[src/rtl/latch_write_ctrl.sv]
// latch_write_ctrl: sequences a single write into a bank of level-sensitive
// latches. The data is presented first, then the enable is pulsed, and then
// the data is held. Finally the latch outputs are read back and compared.
// Every output comes straight from a flop, so lat_e and lat_d never glitch.
module latch_write_ctrl #(
  parameter int DATA_W    = 8,
  parameter int SETUP_CYC = 2,
  parameter int PULSE_CYC = 3,
  parameter int HOLD_CYC  = 2
) (
  input  logic              clk,
  input  logic              rst,
  input  logic              wr_req,
  input  logic [DATA_W-1:0] wr_data,
  output logic              wr_ready,
  output logic [DATA_W-1:0] lat_d,
  output logic              lat_e,
  input  logic [DATA_W-1:0] lat_q,
  output logic              done,
  output logic              err,
  output logic [7:0]        err_cnt
);

  typedef enum logic [2:0] {
    IDLE  = 3'd0,
    SETUP = 3'd1,
    PULSE = 3'd2,
    HOLD  = 3'd3,
    CHECK = 3'd4
  } state_t;

  // Phase counter reload values; each phase ends when the counter reads zero.
  localparam logic [7:0] SETUP_LD = 8'(SETUP_CYC - 1);
  localparam logic [7:0] PULSE_LD = 8'(PULSE_CYC - 1);
  localparam logic [7:0] HOLD_LD  = 8'(HOLD_CYC - 1);

  state_t            state_q, state_d;
  logic [7:0]        phase_q, phase_d;
  logic [DATA_W-1:0] data_q, data_d;
  logic              ready_q, ready_d;
  logic              lat_e_q, lat_e_d;
  logic              done_q, done_d;
  logic              err_q, err_d;
  logic [7:0]        err_cnt_q, err_cnt_d;

  // State, phase counter and registered outputs; reset aborts any write at once.
  always_ff @(posedge clk or posedge rst) begin
    if (rst) begin
      state_q   <= IDLE;
      phase_q   <= 8'd0;
      data_q    <= '0;
      ready_q   <= 1'b1;
      lat_e_q   <= 1'b0;
      done_q    <= 1'b0;
      err_q     <= 1'b0;
      err_cnt_q <= 8'd0;
    end else begin
      state_q   <= state_d;
      phase_q   <= phase_d;
      data_q    <= data_d;
      ready_q   <= ready_d;
      lat_e_q   <= lat_e_d;
      done_q    <= done_d;
      err_q     <= err_d;
      err_cnt_q <= err_cnt_d;
    end
  end

  // Next-state logic: each timed phase reloads the counter on entry and exits on zero.
  always_comb begin
    state_d = state_q;
    phase_d = phase_q;
    case (state_q)
      IDLE: begin
        if (wr_req) begin
          state_d = SETUP;
          phase_d = SETUP_LD;
        end
      end
      SETUP: begin
        if (phase_q == 8'd0) begin
          state_d = PULSE;
          phase_d = PULSE_LD;
        end else begin
          phase_d = phase_q - 8'd1;
        end
      end
      PULSE: begin
        if (phase_q == 8'd0) begin
          state_d = HOLD;
          phase_d = HOLD_LD;
        end else begin
          phase_d = phase_q - 8'd1;
        end
      end
      HOLD: begin
        if (phase_q == 8'd0) begin
          state_d = CHECK;
          phase_d = 8'd0;
        end else begin
          phase_d = phase_q - 8'd1;
        end
      end
      CHECK: begin
        state_d = IDLE;
        phase_d = 8'd0;
      end
      default: begin
        state_d = IDLE;
        phase_d = 8'd0;
      end
    endcase
  end

  // Output next values are derived from the upcoming state, so each flop is valid for the whole state.
  always_comb begin
    ready_d   = (state_d == IDLE);
    lat_e_d   = (state_d == PULSE);
    data_d    = data_q;
    if ((state_q == IDLE) && wr_req) begin
      data_d = wr_data;
    end
    done_d    = (state_q == HOLD) && (state_d == CHECK);
    err_d     = done_d && (lat_q != data_q);
    err_cnt_d = err_cnt_q;
    if (err_d && (err_cnt_q != 8'hFF)) begin
      err_cnt_d = err_cnt_q + 8'd1;
    end
  end

  assign wr_ready = ready_q;
  assign lat_d    = data_q;
  assign lat_e    = lat_e_q;
  assign done     = done_q;
  assign err      = err_q;
  assign err_cnt  = err_cnt_q;

endmodule

[config.mk]
export PLATFORM = sky130hd
export DESIGN_NAME = latch_write_ctrl
export DESIGN_NICKNAME = d
export VERILOG_FILES = /design/src/rtl/latch_write_ctrl.sv
export SDC_FILE = /design/constraint.sdc
export NUM_CORES = 1
export LEC_CHECK = 0
export ABC_AREA = 0
export ABC_CLOCK_PERIOD_IN_PS = 2100
export CELL_PAD_IN_SITES_DETAIL_PLACEMENT = 2
export CELL_PAD_IN_SITES_GLOBAL_PLACEMENT = 2
export CORE_UTILIZATION = 30
export DETAILED_ROUTE_END_ITERATION = 10
export GPL_TIMING_DRIVEN = 0
export HOLD_SLACK_MARGIN = 0.08
export PLACE_DENSITY_LB_ADDON = 0.08
export SLEW_MARGIN = 20
export SYNTH_ARGS = -nofsm -noshare
export SYNTH_HDL_FRONTEND = slang
export SYNTH_SLANG_ARGS = --single-unit
export TNS_END_PERCENT = 50
[constraint.sdc]
create_clock -name clk -period 2.1 [get_ports clk]
set_input_delay 0.42 -clock clk [delete_from_list [all_inputs] [get_ports clk]]
set_output_delay 0.42 -clock clk [all_outputs]
set_load 0.01 [all_outputs]
==> impl_metrics.py <==
metrics = {
    "floorplanning": {
        "design.core.area_um2": 4850,
        "die_x_um": 73.8,
        "die_area_um2": 5440,
        "rows": 25,
        "start_util_pct": 31.9,
        "ios": 39,
        "die_h_um": 73.8,
    },
    "pwr": {
        "finalPower_mw": 2.60,
        "power_density_nw_per_um2": 1240,
        "cellLeakagePower_nw": 0.862,
        "irDropWorstVdd_uv": 525,
    },
    "synthesis": {
        "synthMuxAreaShare_pct": 7.45,
        "synth_xor_area_share_pct": 11.3,
        "ys_async_sr_fraction_pct": 100,
        "synth-edff-count": 0,
        "synth_compound_area_share_pct": 4.62,
        "ys_types": 36,
        "ys_seq_area_share_pct": 50.3,
        "synth_nets": 158,
        "synthSimpleGateAreaFrac_pct": 21.5,
        "yosys_register_bits": 31,
        "synthFlopType": "dfrtp_1",
        "syn_area_per_cell_um2": 11.4,
        "synth_area_um2": 1550,
        "netlist_instances": 136,
        "yosysWarnings": 0,
        "synthAdderAreaFrac_pct": 2.43,
        "synth_top_family_by_area": "simple AND/OR/NAND/NOR gates",
    },
    "worst_hold_path": {
        "min_delay_path_depth": 1,
        "min_path_type": "flip-flop to flip-flop",
    },
    "drt": {
        "routed_wl_mm": 3.96,
        "route.vias.total": 1193,
        "vias_per_cell": 4.77,
        "drtAntennaViolNets": 0,
        "drtIter0Drc": 54,
        "first_pass_iters": 4,
        "drc": 0,
        "wl_per_cell_um": 15.9,
    },
    "global_route": {
        "overflow": 0,
        "grt_pass1_wl_mm": 6.73,
        "antenna_found_initial": 0,
        "use_met2_pct": 30.5,
        "busiest_layer": "met2",
        "first_global_vias": 1379,
        "grt_max_degree": 32,
        "use_met3_pct": 4.53,
        "grt_use_total_pct": 16.7,
        "use_met1_pct": 18.4,
    },
    "sta": {
        "finalCritPeriodShare_pct": 94.9,
        "period_minus_slack_ps": 1990,
        "setup_tns_ps": 0,
        "setup_violations": 0,
        "fin_ws_ps": 106,
        "skew_ps": 6.18,
        "tightest_slew_ps": 672,
        "hold_viol_final": 0,
        "rsz0062_at_grt": "no",
        "maxSlewHeadroom_pct": 55.1,
        "whs_ps": 556,
        "fmax_mhz": 502,
        "slew_viol_final": 0,
    },
    "clocking": {
        "tritoncts": "built",
        "root_buffer": "clkbuf_8",
        "cts.clk_slew.worst_paths_ps": 70,
        "cts_made_buffers": 5,
        "clkSinkCount": 31,
        "clock_latency_ps": 280,
        "cts_hold_buf": 0,
        "clk_path_buf_depth": 2,
        "htree_levels": 2,
    },
    "final_layout": {
        "syn2layout_area_growth_pct": 36.0,
        "final_core_util_pct": 43.3,
        "stdcell_count": 250,
        "nFillCells": 515,
        "antenna_cells": 0,
        "drive_gt1_share_pct": 16.4,
        "final_area_um2": 2100,
        "nets": 204,
    },
    "worst_setup_path": {
        "start_kind": "input pin",
        "cp_max_fo": 8,
        "worstPathRequired_ps": 2270,
        "worst_setup_path_end_kind": "flip-flop",
        "crit_arrival_ps": 2160,
        "crit_type": "input pin to flip-flop",
        "rr_worst_depth": 5,
    },
    "placed_design": {
        "dpl.cell_count": 241,
        "portBuffers": 38,
        "hpwl_mm": 2.93,
        "preCtsSetupSlack_ps": -287,
        "place_area_um2": 2010,
        "place_congestion": 0.729,
    },
    "flow_run": {
        "cap_violations": 0,
    },
    "outcome": {
        "status": "completed",
    },
}
## where the power goes
part,switching (mW),internal (mW)
combinational,0.553,0.601
clock,0.215,0.232
sequential,0.189,0.806
## critical path: stages
cell             delay, ps
clkdlybuf4s50_1        430
xor2_1                 160
nor4_1                 390
nand2_2                210
and3b_4                250
mux2_4                 290
## Yosys cell counts, types with 2 or more instances
cell type	n	share of area, %
a21oi_1	4	1.3
a31oi_1	2	0.81
buf_2	2	0.65
dfrtp_1	30	49
ha_1	3	2.4
inv_1	4	0.97
mux2_2	8	5.8
nand2_1	9	2.2
nand3_1	6	1.9
nand4b_1	2	1.1
nor2_1	16	3.9
nor2b_1	2	0.81
nor3_1	3	0.97
nor4_1	5	2.0
xnor2_1	8	4.5
xor2_1	12	6.8
## layer usage
layer | part of all wire [%] | vias up
met5 | 0 | -
li1 | - | 558
met3 | 3.1 | 4
met1 | 42 | 609
met4 | 0.91 | 0
met2 | 54 | 22
## layout make-up
type | instances | area, um^2 | share of cell area [%]
clock buffers | 7 | 76.3 | 3.63
inverters | 4 | 15.0 | 0.715
clock inverters | 1 | 5.00 | 0.238
multi-input cells | 98 | 734 | 35.0
repair buffers | 39 | 388 | 18.5
plain buffers | 3 | 21.3 | 1.01
well taps | 67 | 83.8 | 3.99
flip-flops and latches | 31 | 777 | 37.0
## logic make-up (layout without fill, tap and decap cells)
| group | Yosys count | after routing |
|---|---|---|
| fa+ha+maj | 3 | 3 |
| flops | 31 | 31 |
| mux | 10 | 10 |
| xor+xnor | 20 | 20 |
| buf+inv | 7 | 54 |
| compound gates | 11 | 11 |
| simple gates | 54 | 54 |
## final timing paths
| check | startpoint | to | slack (ps) |
|---|---|---|---|
| worst max-delay path | lat_q[2] | err_cnt[1] | 110 |
| worst min-delay path | err_cnt[0] | err_cnt[0] | 560 |
| worst max register to register | phase_q[4] | err_cnt[1] | 180 |
| worst min register to register | err_cnt[0] | err_cnt[0] | 560 |
| max in group asynchronous | rst | err | 1090 |
| min in group asynchronous | rst | lat_d[5] | 570 |
## repair_timing
item,in CTS,in global routing
buffers inserted,1,0
pin swaps,1,0
resized for setup,0,1
endpoints found under the setup margin,1,1
## flip-flops by register name (all words and copies together), names as in the netlist
name,cells
state_q,3
err,1
lat_d,8
err_cnt,8
lat_e,1
done,1
phase_q,8
wr_ready,1
## placed cells by master (no fill, tap or decap), types with 4 or more instances in the layout
cell / synthesis / routed
mux2_2: 8 / 8
xnor2_1: 8 / 8
nand2_1: 9 / 8
nor2_1: 16 / 16
clkbuf_8: 0 / 5
nand3_1: 6 / 6
xor2_1: 12 / 12
clkdlybuf4s50_1: 0 / 38
a21oi_1: 4 / 4
nor4_1: 5 / 5
dfrtp_1: 30 / 30
(Power assumes the default switching activity.)
